[src/rtl/core_pkg.sv]
// Shared core package: pipeline control state and the per-stage
// control bundle driven by pipe_ctrl.
package core;

    localparam int XLEN = 32;

    typedef enum logic [1:0] {
        RUN      = 2'd0,
        LD_STALL = 2'd1,
        MEM_WAIT = 2'd2
    } pipe_state_t;

    typedef struct packed {
        logic            if_en;
        logic            id_en;
        logic            ex_en;
        logic            mem_en;
        logic            wb_en;
        logic            if_id_flush;
        logic            id_ex_flush;
        logic            ex_mem_bubble;
        logic            pc_load;
        logic [XLEN-1:0] pc_target;
    } pipe_ctrl_t;

endpackage

[src/rtl/pipe_ctrl_evt_counter.sv]
// Wrapping event counter with synchronous reset.
module evt_counter #(
    parameter int CNT_W = 32
) (
    input  logic             clk,
    input  logic             rst,
    input  logic             inc,
    output logic [CNT_W-1:0] cnt
);

    logic [CNT_W-1:0] cnt_q;
    logic [CNT_W-1:0] cnt_d;

    always_comb begin
        cnt_d = cnt_q;
        if (rst)
            cnt_d = '0;
        else if (inc)
            cnt_d = cnt_q + CNT_W'(1);
    end

    always_ff @(posedge clk) begin
        cnt_q <= cnt_d;
    end

    assign cnt = cnt_q;

endmodule

[src/rtl/pipe_ctrl.sv]
// Pipeline control: stage enables, flush/bubble strobes, PC redirect,
// deferred redirect across memory stalls and stall/flush counters.
module pipe_ctrl
    import core::*;
#(
    parameter int XLEN         = core::XLEN,
    parameter int CNT_W        = 32,
    parameter int MAX_LD_STALL = 1
) (
    input  logic             clk,
    input  logic             rst,
    input  logic             ex_stall,
    input  logic             mem_busy,
    input  logic             redirect_valid,
    input  logic [XLEN-1:0]  redirect_pc,
    output logic             if_en,
    output logic             id_en,
    output logic             ex_en,
    output logic             mem_en,
    output logic             wb_en,
    output logic             if_id_flush,
    output logic             id_ex_flush,
    output logic             ex_mem_bubble,
    output logic             pc_load,
    output logic [XLEN-1:0]  pc_target,
    output logic [CNT_W-1:0] stall_cnt,
    output logic [CNT_W-1:0] flush_cnt,
    output logic             hzd_err
);

    localparam int RUN_W = $clog2(MAX_LD_STALL + 2);
    localparam logic [RUN_W-1:0] RUN_MAX = RUN_W'(MAX_LD_STALL);
    localparam logic [RUN_W-1:0] RUN_SAT = RUN_W'(MAX_LD_STALL + 1);

    pipe_state_t      state_q, state_d;
    logic             rd_pend_q, rd_pend_d;
    logic [XLEN-1:0]  rd_pc_q, rd_pc_d;
    logic [RUN_W-1:0] run_q, run_d;
    logic             err_q, err_d;
    logic             stall_inc;
    logic             flush_inc;
    logic             redir;
    pipe_ctrl_t       ctrl;

    // A stall in the same cycle as a live redirect wins: its operands are stale.
    assign redir = rd_pend_q | (redirect_valid & ~ex_stall);

    always_comb begin
        ctrl      = '0;
        state_d   = state_q;
        rd_pend_d = rd_pend_q;
        rd_pc_d   = rd_pc_q;
        run_d     = run_q;
        err_d     = err_q;
        stall_inc = 1'b0;
        flush_inc = 1'b0;
        priority case (1'b1)
            rst: begin
                ctrl.if_id_flush   = 1'b1;
                ctrl.id_ex_flush   = 1'b1;
                ctrl.ex_mem_bubble = 1'b1;
                state_d   = RUN;
                rd_pend_d = 1'b0;
                rd_pc_d   = '0;
                run_d     = '0;
                err_d     = 1'b0;
            end
            mem_busy: begin
                state_d   = MEM_WAIT;
                stall_inc = 1'b1;
                if (redirect_valid && !ex_stall && !rd_pend_q) begin
                    rd_pend_d = 1'b1;
                    rd_pc_d   = redirect_pc;
                end
            end
            redir: begin
                ctrl.if_en       = 1'b1;
                ctrl.id_en       = 1'b1;
                ctrl.ex_en       = 1'b1;
                ctrl.mem_en      = 1'b1;
                ctrl.wb_en       = 1'b1;
                ctrl.if_id_flush = 1'b1;
                ctrl.id_ex_flush = 1'b1;
                ctrl.pc_load     = 1'b1;
                ctrl.pc_target   = core::XLEN'(rd_pend_q ? rd_pc_q : redirect_pc);
                state_d   = RUN;
                rd_pend_d = 1'b0;
                flush_inc = 1'b1;
                run_d     = '0;
            end
            ex_stall: begin
                ctrl.mem_en        = 1'b1;
                ctrl.wb_en         = 1'b1;
                ctrl.ex_mem_bubble = 1'b1;
                state_d   = LD_STALL;
                stall_inc = 1'b1;
                run_d     = (run_q == RUN_SAT) ? run_q : run_q + RUN_W'(1);
                if (run_d > RUN_MAX)
                    err_d = 1'b1;
            end
            default: begin
                ctrl.if_en  = 1'b1;
                ctrl.id_en  = 1'b1;
                ctrl.ex_en  = 1'b1;
                ctrl.mem_en = 1'b1;
                ctrl.wb_en  = 1'b1;
                state_d = RUN;
                run_d   = '0;
            end
        endcase
    end

    always_ff @(posedge clk) begin
        state_q   <= state_d;
        rd_pend_q <= rd_pend_d;
        rd_pc_q   <= rd_pc_d;
        run_q     <= run_d;
        err_q     <= err_d;
    end

    evt_counter #(.CNT_W(CNT_W)) u_stall_cnt (
        .clk (clk),
        .rst (rst),
        .inc (stall_inc),
        .cnt (stall_cnt)
    );

    evt_counter #(.CNT_W(CNT_W)) u_flush_cnt (
        .clk (clk),
        .rst (rst),
        .inc (flush_inc),
        .cnt (flush_cnt)
    );

    assign if_en         = ctrl.if_en;
    assign id_en         = ctrl.id_en;
    assign ex_en         = ctrl.ex_en;
    assign mem_en        = ctrl.mem_en;
    assign wb_en         = ctrl.wb_en;
    assign if_id_flush   = ctrl.if_id_flush;
    assign id_ex_flush   = ctrl.id_ex_flush;
    assign ex_mem_bubble = ctrl.ex_mem_bubble;
    assign pc_load       = ctrl.pc_load;
    assign pc_target     = XLEN'(ctrl.pc_target);
    assign hzd_err       = err_q;

endmodule

[config.mk]
export PLATFORM = sky130hd
export DESIGN_NAME = pipe_ctrl
export DESIGN_NICKNAME = d
export VERILOG_FILES = /design/src/rtl/core_pkg.sv /design/src/rtl/pipe_ctrl_evt_counter.sv /design/src/rtl/pipe_ctrl.sv
export SDC_FILE = /design/constraint.sdc
export NUM_CORES = 1
export LEC_CHECK = 0
export ABC_AREA = 1
export ABC_CLOCK_PERIOD_IN_PS = 1850
export BUFFER_PORTS_ARGS = -buffer_cell sky130_fd_sc_hd__buf_2
export CORE_ASPECT_RATIO = 1.25
export CORE_UTILIZATION = 25
export DETAILED_ROUTE_END_ITERATION = 10
export GPL_ROUTABILITY_DRIVEN = 0
export SLEW_MARGIN = 30
export SYNTH_ARGS = -nofsm -noshare
export SYNTH_HDL_FRONTEND = slang
export SYNTH_HIERARCHICAL = 1
export SYNTH_SLANG_ARGS = --single-unit
[constraint.sdc]
create_clock -name clk -period 1.85 [get_ports clk]
set_input_delay 0.185 -clock clk [delete_from_list [all_inputs] [get_ports clk]]
set_output_delay 0.185 -clock clk [all_outputs]
set_load 0.005 [all_outputs]
==> results.md <==
* Transition time at the pin with the least slew margin at 0.467 ns
* Number of placed cells counting well taps at 1285
* Root Buffer: clkbuf_16
* Depth of the critical timing path with buffers and inverters included at 8
* Number of storage elements in the synthesis netlist at 100
* Via total after detailed routing at 5949
* Total I/O pin count at 143
* Top delay family on crit path: buffers and inverters
* Cell types occupying the most area after synthesis: dfxtp_1 35%, nand2_1 14%, nor2_1 9.7%
* Type of the setup path with the least slack: flop to primary output
* Core utilization of the finished layout at 31.9%
* Cell taking the most area after synthesis: dfxtp_1
* Area used by multi-input combinational logic at 3120 um2
* Worst-Skew Late Latency at 0.35 ns
* Area of the core at 22400 um2
* Pin count of the biggest net entering global routing at 36
* Total nets after synthesis at 918
* Final hold viol count at 0
* Critical path, cell by cell: buf_6, inv_6, nand3_4, inv_6, clkbuf_16, nand2_1, a21oi_1, buf_2
* Post-Route WL at 16700 um
* Post-layout worst setup margin at 0.130 ns
* VDD IR-drop max at 390 uV
* Unrepaired setup endpoints after global routing: no
* Largest fanout of any net on the critical path at 7
* GR Util All Layers at 14.6%
* Yosys Warn Count at 6
* Kind of end point of the critical path: primary output
* Layout net count at 1060
* Area taken by flip-flops and latches at 2000 um2
* Worst clock skew at 0.0100 ns
* Crit path max-delay cell type: dfxtp_2
* Most Frequent Cell on Critical Path: inv_6
* Register clock-pin slew on the reported worst setup and hold paths at 0.08 ns
* Starting density of the core at 25.7%
* Routed Antenna Nets at 0
* # DRC at 0
* Number of buffers created by CTS at 9
* Number of buffer cells added on primary ports at 142
* Global-route wire length before repair at 27300 um
* Data arrival at the endpoint of the critical path at 1.54 ns
* Leading cell type in the layout, fill and taps excluded: nand2_1
* Leak at 3.29 nW
* Min-delay worst type: input pin to flop
* TritonCTS clock tree: yes
* Yosys top cell area share at 34.7%
* Status: completed
* Die boundary height at 172 um
* Synth-to-layout area growth at 24.3%
* Part of the Yosys area used for sequential elements at 34.7%
* Vias in the first global route at 5479
* Full die area at 23700 um2
* R2r worst-path depth at 11
* Post-detailed-route via-to-cell ratio at 4.55
* Clock period minus worst slack at 1.72 ns
* Buffers from clock root to sink, at most at 2
* Remaining Overflow, GRT at 0
* Power per standard cell area at 648 nW/um2
* Finish-stage setup viols at 0
* Worst slew margin at 68.9%
* Post-route clock period utilization at 93.0%
* Htree depth at 3
* Number of different library cells in the post-synthesis netlist at 30
* Final Non-Filler Cells at 1308
* Worst setup SP type: flop
* First-pass detailed-route iteration total at 4
* Layout filler cell count at 2503
* Total Power Consumption at 4.64 mW
* Post-synthesis instance total at 878
* Post-route setup TNS at 0 ns
* MaxCap Viol Count at 0
* Row Count at 61
* Commonest cells after routing, fill and taps aside: 208 x nand2_1, 149 x nor2_1, 142 x buf_2
* Antenna diodes at 0
* Antenna violations before repair at 0
* Count of buffering cells on the critical path with inverters included at 5
* Routed length per instance at 12.8 um
* Share of post-route cells with drive strength above 1 at 26.0%
* Number of stages on the worst hold path at 5
* Detailed Route Iter0 Violations at 284
* Pins Over Slew Limit at 0
* Pre-CTS setup slack at 0.0790 ns
* Width of the die at 138 um
* Req. time, crit path at 1.66 ns
* Achievable frequency at 581 MHz
* Average size of a mapped cell at 6.57 um2
* Half-perimeter wire length after detailed placement at 11800 um
* Maximum cell stage delay along the critical path at 0.34 ns
* Cell Area, Synth at 5770 um2
* Clock sink count at 100
[logic make-up after synthesis]
| family | count (synthesis) | synth area share, % |
|---|---|---|
| buf+inv | 146 | 11.5 |
| fa+ha+maj | 3 | 0.651 |
| compound gates | 98 | 8.83 |
| xor+xnor | 6 | 0.911 |
| simple gates | 525 | 43.4 |
| flops | 100 | 34.7 |
[metrics by stage]
| stage | hold WS (ns) | instance area (um2) |
|---|---|---|
| after floorplan | 0.291 | 5770 |
| after global placement | 0.443 | 6740 |
| after detailed placement | 0.449 | 6740 |
| after CTS | 0.152 | 7110 |
| after global routing | 0.171 | 7170 |
| final | 0.172 | 7170 |
[cells in the mapped netlist]
master	count
a21oi_1	72
a31o_2	2
and3_1	2
buf_1	2
buf_2	16
buf_4	5
buf_6	9
clkbuf_1	6
clkinv_1	1
dfxtp_1	100
ha_1	3
inv_1	99
inv_2	5
inv_4	2
inv_6	1
nand2_1	208
nand2_2	22
nand3_1	45
nand3_2	2
nand3_4	3
nand4_1	49
nor2_1	149
nor2_2	23
nor2_4	17
nor2_8	3
nor3_1	2
o21a_1	4
o21ai_0	19
o22ai_1	1
xnor2_1	6
[worst reg2reg max path: stages (launching register included)]
cell     delay (ns)
dfxtp_2        0.34
nor2_1         0.13
inv_1          0.07
o21ai_1        0.13
buf_4          0.17
nand2_2        0.09
nor2_4         0.11
nand3_4        0.13
nor2_2         0.17
nand3_1        0.09
nand2_1        0.07
nor2_1         0.04
[where the power goes]
group | switching, mW | internal, mW
clock | 0.879 | 1.09
sequential | 0.0303 | 2.20
combinational | 0.271 | 0.172
total | 1.18 | 3.46
[layer usage]
| metal | global-route usage (%) | vias up | share of wire [%] |
|---|---|---|---|
| li1 | - | 3061 | - |
| met1 | 17.9 | 2721 | 46 |
| met2 | 25.3 | 154 | 48 |
| met3 | 2.42 | 13 | 4.8 |
| met4 | 5.20 | 0 | 1.4 |
| met5 | 0 | - | 0 |
[path summary, 6_finish.rpt]
path,startpoint,slack (ns),to
max,rd_pend_q$_SDFFE_PP0P_,0.13,pc_target[18]
min reg2reg,hzd_err$_SDFFE_PP0P_,0.47,hzd_err$_SDFFE_PP0P_
min,redirect_pc[16],0.17,rd_pc_q[16]$_SDFFE_PP0P_
max reg2reg,rd_pend_q$_SDFFE_PP0P_,0.21,u_stall_cnt/cnt[24]$_SDFFE_PP0P_
[state kept, by name, summed over array words and instances (netlist names)]
name / flops
hzd_err: 1
u_flush_cnt/cnt: 32
rd_pend_q: 1
u_stall_cnt/cnt: 32
rd_pc_q: 32
run_q: 2
[final cells by class]
| cell class | instances | share of cell area, % |
|---|---|---|
| Multi-Input combinational cell | 632 | 43.5 |
| Sequential cell | 100 | 28.0 |
| Timing Repair Buffer | 169 | 13.5 |
| Inverter | 108 | 5.87 |
| Tap cell | 283 | 4.94 |
| Clock buffer | 11 | 3.39 |
| Clock inverter | 5 | 0.856 |
[timing repair]
item / CTS / global route
resized for setup: 4 / 6
setup buffers: 3 / 2
hold buffers: 0 / 0
gates cloned: 1 / 1
pin swaps: 0 / 0
setup endpoints to repair: 30 / 26
No activity file was read; power rests on OpenSTA's default activity.
